--- src/rtl/filter_arbiter.sv ---
// filter_arbiter: round-robin arbiter feeding a shared fixed-latency filter.
// A tag pipeline runs alongside the filter and routes each result back to
// the requester that supplied the sample.
module filter_arbiter #(
  parameter int N   = 4,
  parameter int W   = 16,
  parameter int LAT = 2
) (
  input  logic           clk,
  input  logic           reset,
  input  logic           enable,
  input  logic [N-1:0]   req_valid,
  input  logic [N*W-1:0] req_data,
  input  logic [N-1:0]   req_parity,
  output logic [N-1:0]   req_ready,
  output logic [W-1:0]   f_x_data,
  output logic           f_x_valid,
  output logic           f_x_parity,
  input  logic [W-1:0]   f_y_data,
  input  logic           f_y_valid,
  input  logic           f_y_parity,
  output logic [N-1:0]   rsp_valid,
  output logic [W-1:0]   rsp_data,
  output logic           rsp_parity,
  output logic           busy,
  output logic           err
);

  localparam int IW  = (N > 1) ? $clog2(N) : 1;
  localparam int SW  = IW + 1;       // one tag stage: {valid, tag}
  localparam int TPW = LAT * SW;

  logic [W-1:0]  data_arr [N];
  logic [IW-1:0] ptr_q, ptr_d;
  logic [IW-1:0] win_idx, cand;
  logic          win_found;
  logic          grant;

  logic          f_x_valid_q, f_x_parity_q;
  logic [W-1:0]  f_x_data_q;
  logic [IW-1:0] tag_x_q;

  logic [TPW-1:0] tp_q, tp_d;
  logic [LAT-1:0] stage_v;
  logic           tail_v;
  logic [IW-1:0]  tail_tag;

  logic [N-1:0]  rsp_valid_q;
  logic [W-1:0]  rsp_data_q;
  logic          rsp_parity_q;
  logic          err_q;

  for (genvar g = 0; g < N; g++) begin : g_unpack
    assign data_arr[g] = req_data[g*W +: W];
  end

  // Round-robin search: first valid requester after the last grant.
  always_comb begin
    win_found = 1'b0;
    win_idx   = '0;
    cand      = '0;
    for (int off = 1; off <= N; off++) begin
      cand = IW'((int'(ptr_q) + off) % N);
      if (!win_found && req_valid[cand]) begin
        win_found = 1'b1;
        win_idx   = cand;
      end
    end
  end

  // The winner is always valid, so an offered grant is a completed handshake.
  assign grant     = win_found & enable & ~reset;
  assign req_ready = grant ? (N'(1) << win_idx) : '0;
  assign ptr_d     = grant ? win_idx : ptr_q;

  // Pointer update and filter input register.
  always_ff @(posedge clk or posedge reset) begin
    if (reset) begin
      ptr_q        <= IW'(N - 1);
      f_x_valid_q  <= 1'b0;
      f_x_data_q   <= '0;
      f_x_parity_q <= 1'b0;
      tag_x_q      <= '0;
    end else begin
      ptr_q       <= ptr_d;
      f_x_valid_q <= grant;
      if (grant) begin
        f_x_data_q   <= data_arr[win_idx];
        f_x_parity_q <= req_parity[win_idx];
        tag_x_q      <= win_idx;
      end
    end
  end

  // Tag pipeline: stage 0 in the low bits, tail in the high bits.
  assign tp_d = (tp_q << SW) | TPW'({f_x_valid_q, tag_x_q});

  always_ff @(posedge clk or posedge reset) begin
    if (reset) tp_q <= '0;
    else       tp_q <= tp_d;
  end

  for (genvar g = 0; g < LAT; g++) begin : g_stage_v
    assign stage_v[g] = tp_q[g*SW + IW];
  end

  assign tail_v   = tp_q[TPW-1];
  assign tail_tag = tp_q[TPW-2 -: IW];

  // Response register and sticky error on valid disagreement.
  always_ff @(posedge clk or posedge reset) begin
    if (reset) begin
      rsp_valid_q  <= '0;
      rsp_data_q   <= '0;
      rsp_parity_q <= 1'b0;
      err_q        <= 1'b0;
    end else begin
      if (f_y_valid && tail_v) begin
        rsp_valid_q  <= N'(1) << tail_tag;
        rsp_data_q   <= f_y_data;
        rsp_parity_q <= f_y_parity;
      end else begin
        rsp_valid_q <= '0;
      end
      if (f_y_valid != tail_v) err_q <= 1'b1;
    end
  end

  assign f_x_valid  = f_x_valid_q;
  assign f_x_data   = f_x_data_q;
  assign f_x_parity = f_x_parity_q;
  assign rsp_valid  = rsp_valid_q;
  assign rsp_data   = rsp_data_q;
  assign rsp_parity = rsp_parity_q;
  assign err        = err_q;
  assign busy       = f_x_valid_q | (|stage_v);

endmodule

--- config.mk ---
export PLATFORM = sky130hd
export DESIGN_NAME = filter_arbiter
export DESIGN_NICKNAME = d
export VERILOG_FILES = /design/src/rtl/filter_arbiter.sv
export SDC_FILE = /design/constraint.sdc
export NUM_CORES = 1
export LEC_CHECK = 0
export ABC_AREA = 0
export CAP_MARGIN = 0
export CORE_UTILIZATION = 38
export CTS_BUF_LIST = sky130_fd_sc_hd__clkbuf_16
export CTS_CLUSTER_SIZE = 30
export DETAILED_ROUTE_END_ITERATION = 12
export PLACE_DENSITY = 0.9
export REMOVE_ABC_BUFFERS = 1
export SLEW_MARGIN = 20
export SYNTH_ARGS = -nofsm -noshare
export SYNTH_HDL_FRONTEND = slang
export SYNTH_SLANG_ARGS = --single-unit
--- constraint.sdc ---
create_clock -name clk -period 2.5 [get_ports clk]
set_input_delay 0.5 -clock clk [delete_from_list [all_inputs] [get_ports clk]]
set_output_delay 0.5 -clock clk [all_outputs]
set_load 0.05 [all_outputs]
# Word level (Yosys, flattened, before mapping)
# Cells that the tools add are included.
[totals]
out_inout_bits = 45
wordCells = 60
register_bits = 50
inputBits = 93
[classes]
bitwise = 6
n_reduce_logical = 8
n_shift = 2
n_addsub = 4
n_lt_le_gt_ge = 6
eq_ne = 1
mux = 23
[op_table]
columns = ["op", "count"]
rows = [
  ["16-bit binary-select mux with 2-bit select", 1],
  ["16-bit 2-to-1 mux", 2],
  ["2-bit by 3-bit less-than comparator with 1-bit output (second input constant)", 5],
  ["1-bit binary-select mux with 2-bit select", 5],
  ["1-bit 2-to-1 mux", 9],
  ["2-bit 2-to-1 mux", 4],
  ["4-bit 2-to-1 mux", 2],
  ["1-bit by 2-bit left shift with 4-bit output (first input constant)", 2],
  ["6-bit by 3-bit bitwise OR with 6-bit output", 1],
  ["2-bit by 1-bit adder with 2-bit output (second input constant)", 2],
  ["2-bit adder (second input constant)", 2],
  ["1-bit logical AND", 4],
  ["3-bit >= comparator (second input constant)", 1],
  ["1-bit logical NOT", 3],
  ["2-bit inverter with 3-bit output", 1],
  ["1-bit AND", 2],
  ["2-bit OR reduction", 1],
  ["1-bit inequality test", 1],
  ["1-bit inverter", 1],
  ["1-bit bitwise OR", 1],
]

# Logic depth before layout (Yosys ltp)
[depth]
word_depth = 17
depth_mapped = 8
ltp_nobuf = 6

# Worst setup path before layout
# Ideal clock, no wire load.
[synth_path]
path_type = "input port to output port"
from = "input port reset"
to = "output port req_ready[0]"
arrival_time_ns = 2.833
setup_slack_ns = -0.833
path_buffers = 1
stages = 4
t_required_ns = 2.000
path_cell_list = "inv_2 -> nand3_1 -> clkbuf_1 -> nor3b_1"
[synth_between]
elab_chain_len = 3
[synth_lines]
columns = ["item", "line", "rtl"]
rows = [
  ["start, declared", "10", "input logic reset,"],
  ["1-bit inverter", "72", "assign grant = win_found & enable & ~reset;"],
  ["1-bit AND", "72", ""],
  ["4-bit 2-to-1 mux", "73", "assign req_ready = grant ? (N'(1) << win_idx) : '0;"],
  ["end, declared", "15", "output logic [N-1:0] req_ready,"],
]
# No other way between the ends.

# Worst setup path in the final report
[layout_path]
from = "input port req_valid[1]"
to = "output port req_ready[3]"
[layout_between]
elab_chain_len = 15
word_cells_on_any_way = 26
cone_classes = "shift: 1; mux: 17; bitwise: 2; reduce/logical: 6"
[layout_lines]
columns = ["item", "line", "rtl"]
rows = [
  ["start, declared", "12", "input logic [N-1:0] req_valid,"],
  ["1-bit binary-select mux with 2-bit select", "64", "if (!win_found && req_valid[cand]) begin"],
  ["1-bit 2-to-1 mux (implied by the code)", "64", ""],
  ["1-bit 2-to-1 mux", "64", ""],
  ["1-bit logical NOT", "64", ""],
  ["1-bit logical AND", "64", ""],
  ["1-bit 2-to-1 mux", "64", ""],
  ["1-bit logical NOT", "64", ""],
  ["1-bit logical AND", "64", ""],
  ["1-bit 2-to-1 mux", "64", ""],
  ["1-bit logical NOT", "64", ""],
  ["1-bit logical AND", "64", ""],
  ["1-bit 2-to-1 mux (*)", "64", ""],
  ["1-bit AND (*) (2 in series)", "72", ""],
  ["net grant", "37", "logic grant;"],
  ["4-bit 2-to-1 mux (*)", "73", ""],
]
# Mark *: on every way through the listed nets, which the timed path passes. The rest lies on a longest branch. The select of a mux whose other input is x is not followed.

==> results.py <==
metrics = {
    "status": {
        "status": "finished clean",
    },
    "cts": {
        "cts-root-buf": "clkbuf_16",
        "cts.sink_count": 50,
        "clk_path_buf_depth": 2,
        "cts_buffers": 5,
        "cts_tree": "built",
        "ctsHtreeMaxLevel": 2,
        "clk_latency_ns": 0.28,
        "path_clk_slew_ns": 0.07,
    },
    "setup_path": {
        "worstSetupEndpoint": "req_ready[3]",
        "reg2reg_depth": 8,
        "path_class": "in2out",
        "critPathLaunchType": "primary input",
        "crit_start": "req_valid[1]",
        "crit_required_ns": 2.00,
        "crit_arrival_ns": 1.91,
        "cp-end-kind": "primary output",
        "regToRegEndpoint": "f_x_data[11]",
        "crit_fanout": 4,
        "reg2reg_setup_slack_ns": 0.46,
        "r2r_start": "ptr_q[1]",
    },
    "sta": {
        "setup_violations": 0,
        "slew_viol_final": 0,
        "tightest_slew_ns": 0.602,
        "hold_viol_final": 0,
        "finalCritPeriodShare_pct": 96.4,
        "clock_skew_ns": 0.00556,
        "finalWorstPathRequiredPeriod_ns": 2.41,
        "fmax_mhz": 415,
        "relSlewSlack_pct": 59.9,
        "whs_ns": 0.350,
    },
    "floorplanning": {
        "coreArea_um2": 5990,
        "fp.dieW_um": 81.1,
        "pin_count": 138,
        "fp.dieH_um": 81.1,
        "start_util_pct": 39.7,
        "row_count": 28,
        "die_area_um2": 6580,
    },
    "synth": {
        "synth_top_area_share_pct": 50.5,
        "syn_area_um2": 2380,
        "synthFlopType": "dfrtp_1",
        "synth_top_cell_by_area": "dfrtp_1",
        "yosys-top-cells-area": "dfrtp_1 (51%), mux2i_1 (15%), mux2_2 (8.1%)",
        "yosysMostFrequentCell": "dfrtp_1",
        "synthDistinctLibCells": 32,
        "ys_seq_elements": 50,
        "syn_area_per_cell_um2": 12.9,
        "synthArstFlopShare_pct": 100,
        "ys_seq_area_share_pct": 52.7,
        "netlist_instances": 185,
        "synth_commonest_cells": "dfrtp_1 (48), mux2i_1 (35), nand2_1 (23)",
        "yosys_warnings": 0,
        "synth_edf_count": 0,
    },
    "global_routing": {
        "grt_max_degree": 51,
        "overflow": 0,
        "grt_pass1_wl_um": 9890,
        "grt_usage_pct": 20.2,
        "antenna_found_initial": 0,
        "grt_pass1_vias": 2154,
    },
    "hold_path": {
        "hold_depth": 0,
        "min_from": "tp_q[1]",
        "hp-class": "reg2reg",
    },
    "layout": {
        "area_growth_pct": 73.0,
        "final_layout_size_suffix_gt1_share_pct": 20.5,
        "fin_cells": 411,
        "antenna_cells": 0,
        "nets": 429,
        "fillCellCount": 461,
    },
    "detailed_routing": {
        "num_vias": 2034,
        "wirelength_um": 6180,
        "wire_per_inst_um": 15.0,
        "route.detailed.drc": 0,
        "ant_nets": 0,
        "drt_iter0_markers": 26,
        "avgViaCountPerCell": 4.95,
        "dr.pass1.iters": 3,
    },
    "placed_design": {
        "place_congestion": 0.742,
        "hpwl_um": 4750,
        "port_buffers": 137,
        "dp.cells": 401,
    },
    "power_and_ir_drop": {
        "vdd_drop_max_uv": 478,
        "power_density_nw_per_um2": 781,
        "p_total_mw": 3.21,
        "leakage_nw": 1.80,
    },
    "job": {
        "max-cap-violations": 0,
    },
}
[registers in the layout, summed over array words and instances (netlist names)]
register    count
rsp_data       16
f_x_parity      1
rsp_valid       4
ptr_q           2
err             1
f_x_data       16
rsp_parity      1
tp_q            6
f_x_valid       1
tag_x_q         2
[cells in the final DEF (no fill, tap or decap), types with 3 or more instances in the layout]
cell type / count
clkdlybuf4s50_1: 131
dfrtp_1: 48
mux2i_1: 35
nand2_1: 23
mux2_2: 17
buf_4: 16
o221ai_2: 10
o221ai_1: 7
clkbuf_16: 5
buf_12: 5
inv_1: 3
[logic make-up (layout without fill, tap and decap cells)]
| group | Yosys count | count (layout) | share of synthesized area (%) |
|---|---|---|---|
| fa+ha+maj | 1 | 1 | 0.526 |
| mux | 52 | 52 | 22.8 |
| simple gates | 41 | 41 | 8.16 |
| flops | 50 | 50 | 52.7 |
| buf+inv | 16 | 167 | 4.58 |
| compound gates | 25 | 25 | 11.2 |
[power by group]
group	switching (mW)	internal (mW)
logic	0.848	0.626
registers	0.0968	0.982
clock network	0.287	0.374
[layer usage]
layer / global-route usage, % / routed length [µm] / part of all wire [%] / vias up
met5: 0 / 0 / 0 / -
met4: 7.32 / 80 / 1.3 / 0
met3: 4.49 / 459 / 7.4 / 8
met2: 38.2 / 3250 / 53 / 97
met1: 22.0 / 2390 / 39 / 959
li1: - / - / - / 970
[worst min path at each step]
stage / to / slack, ns
2_1_floorplan: tp_q[3] / 0.33
3_3_place_gp: tp_q[3] / 0.33
3_5_place_dp: tp_q[4] / 0.34
4_1_cts: tp_q[4] / 0.35
5_1_grt: tp_q[4] / 0.36
6_report: tp_q[4] / 0.35
[critical path: stages]
cell and delay, ns:
clkdlybuf4s50_1 0.52, inv_1 0.08, nand3_1 0.10, nand3_1 0.18, inv_2 0.11, nand2_1 0.10
nor2_2 0.16, buf_12 0.15
[what timing repair did]
item,in CTS,in global routing
setup buffers,0,2
resized for setup,1,6
pin swaps,0,1
hold buffers,0,0
setup endpoints to repair,1,4
endpoints found under the hold margin,0,0
[through the flow]
step                      worst slack, ns  setup TNS, ns  utilization, %  cell area [µm²]
after CTS                          0.0208              0            68.0             4080
after global placement             0.0464              0            65.5             3930
final                              0.0901              0            68.7             4110
after detailed placement          -0.0161        -0.0161            65.5             3930
after floorplan                     -1.14          -8.79               -             2290
after global routing             -0.00463       -0.00463            68.7             4110
[final cells by class]
type	count	area (µm²)	share of cell area [%]
flip-flops and latches	50	1250	30.5
inverters	5	18.8	0.456
repair buffers	154	1560	37.8
multi-input cells	119	1040	25.3
clock inverters	3	23.8	0.578
well taps	75	93.8	2.28
clock buffers	5	125	3.04
Power figures use the tool's default switching activity.
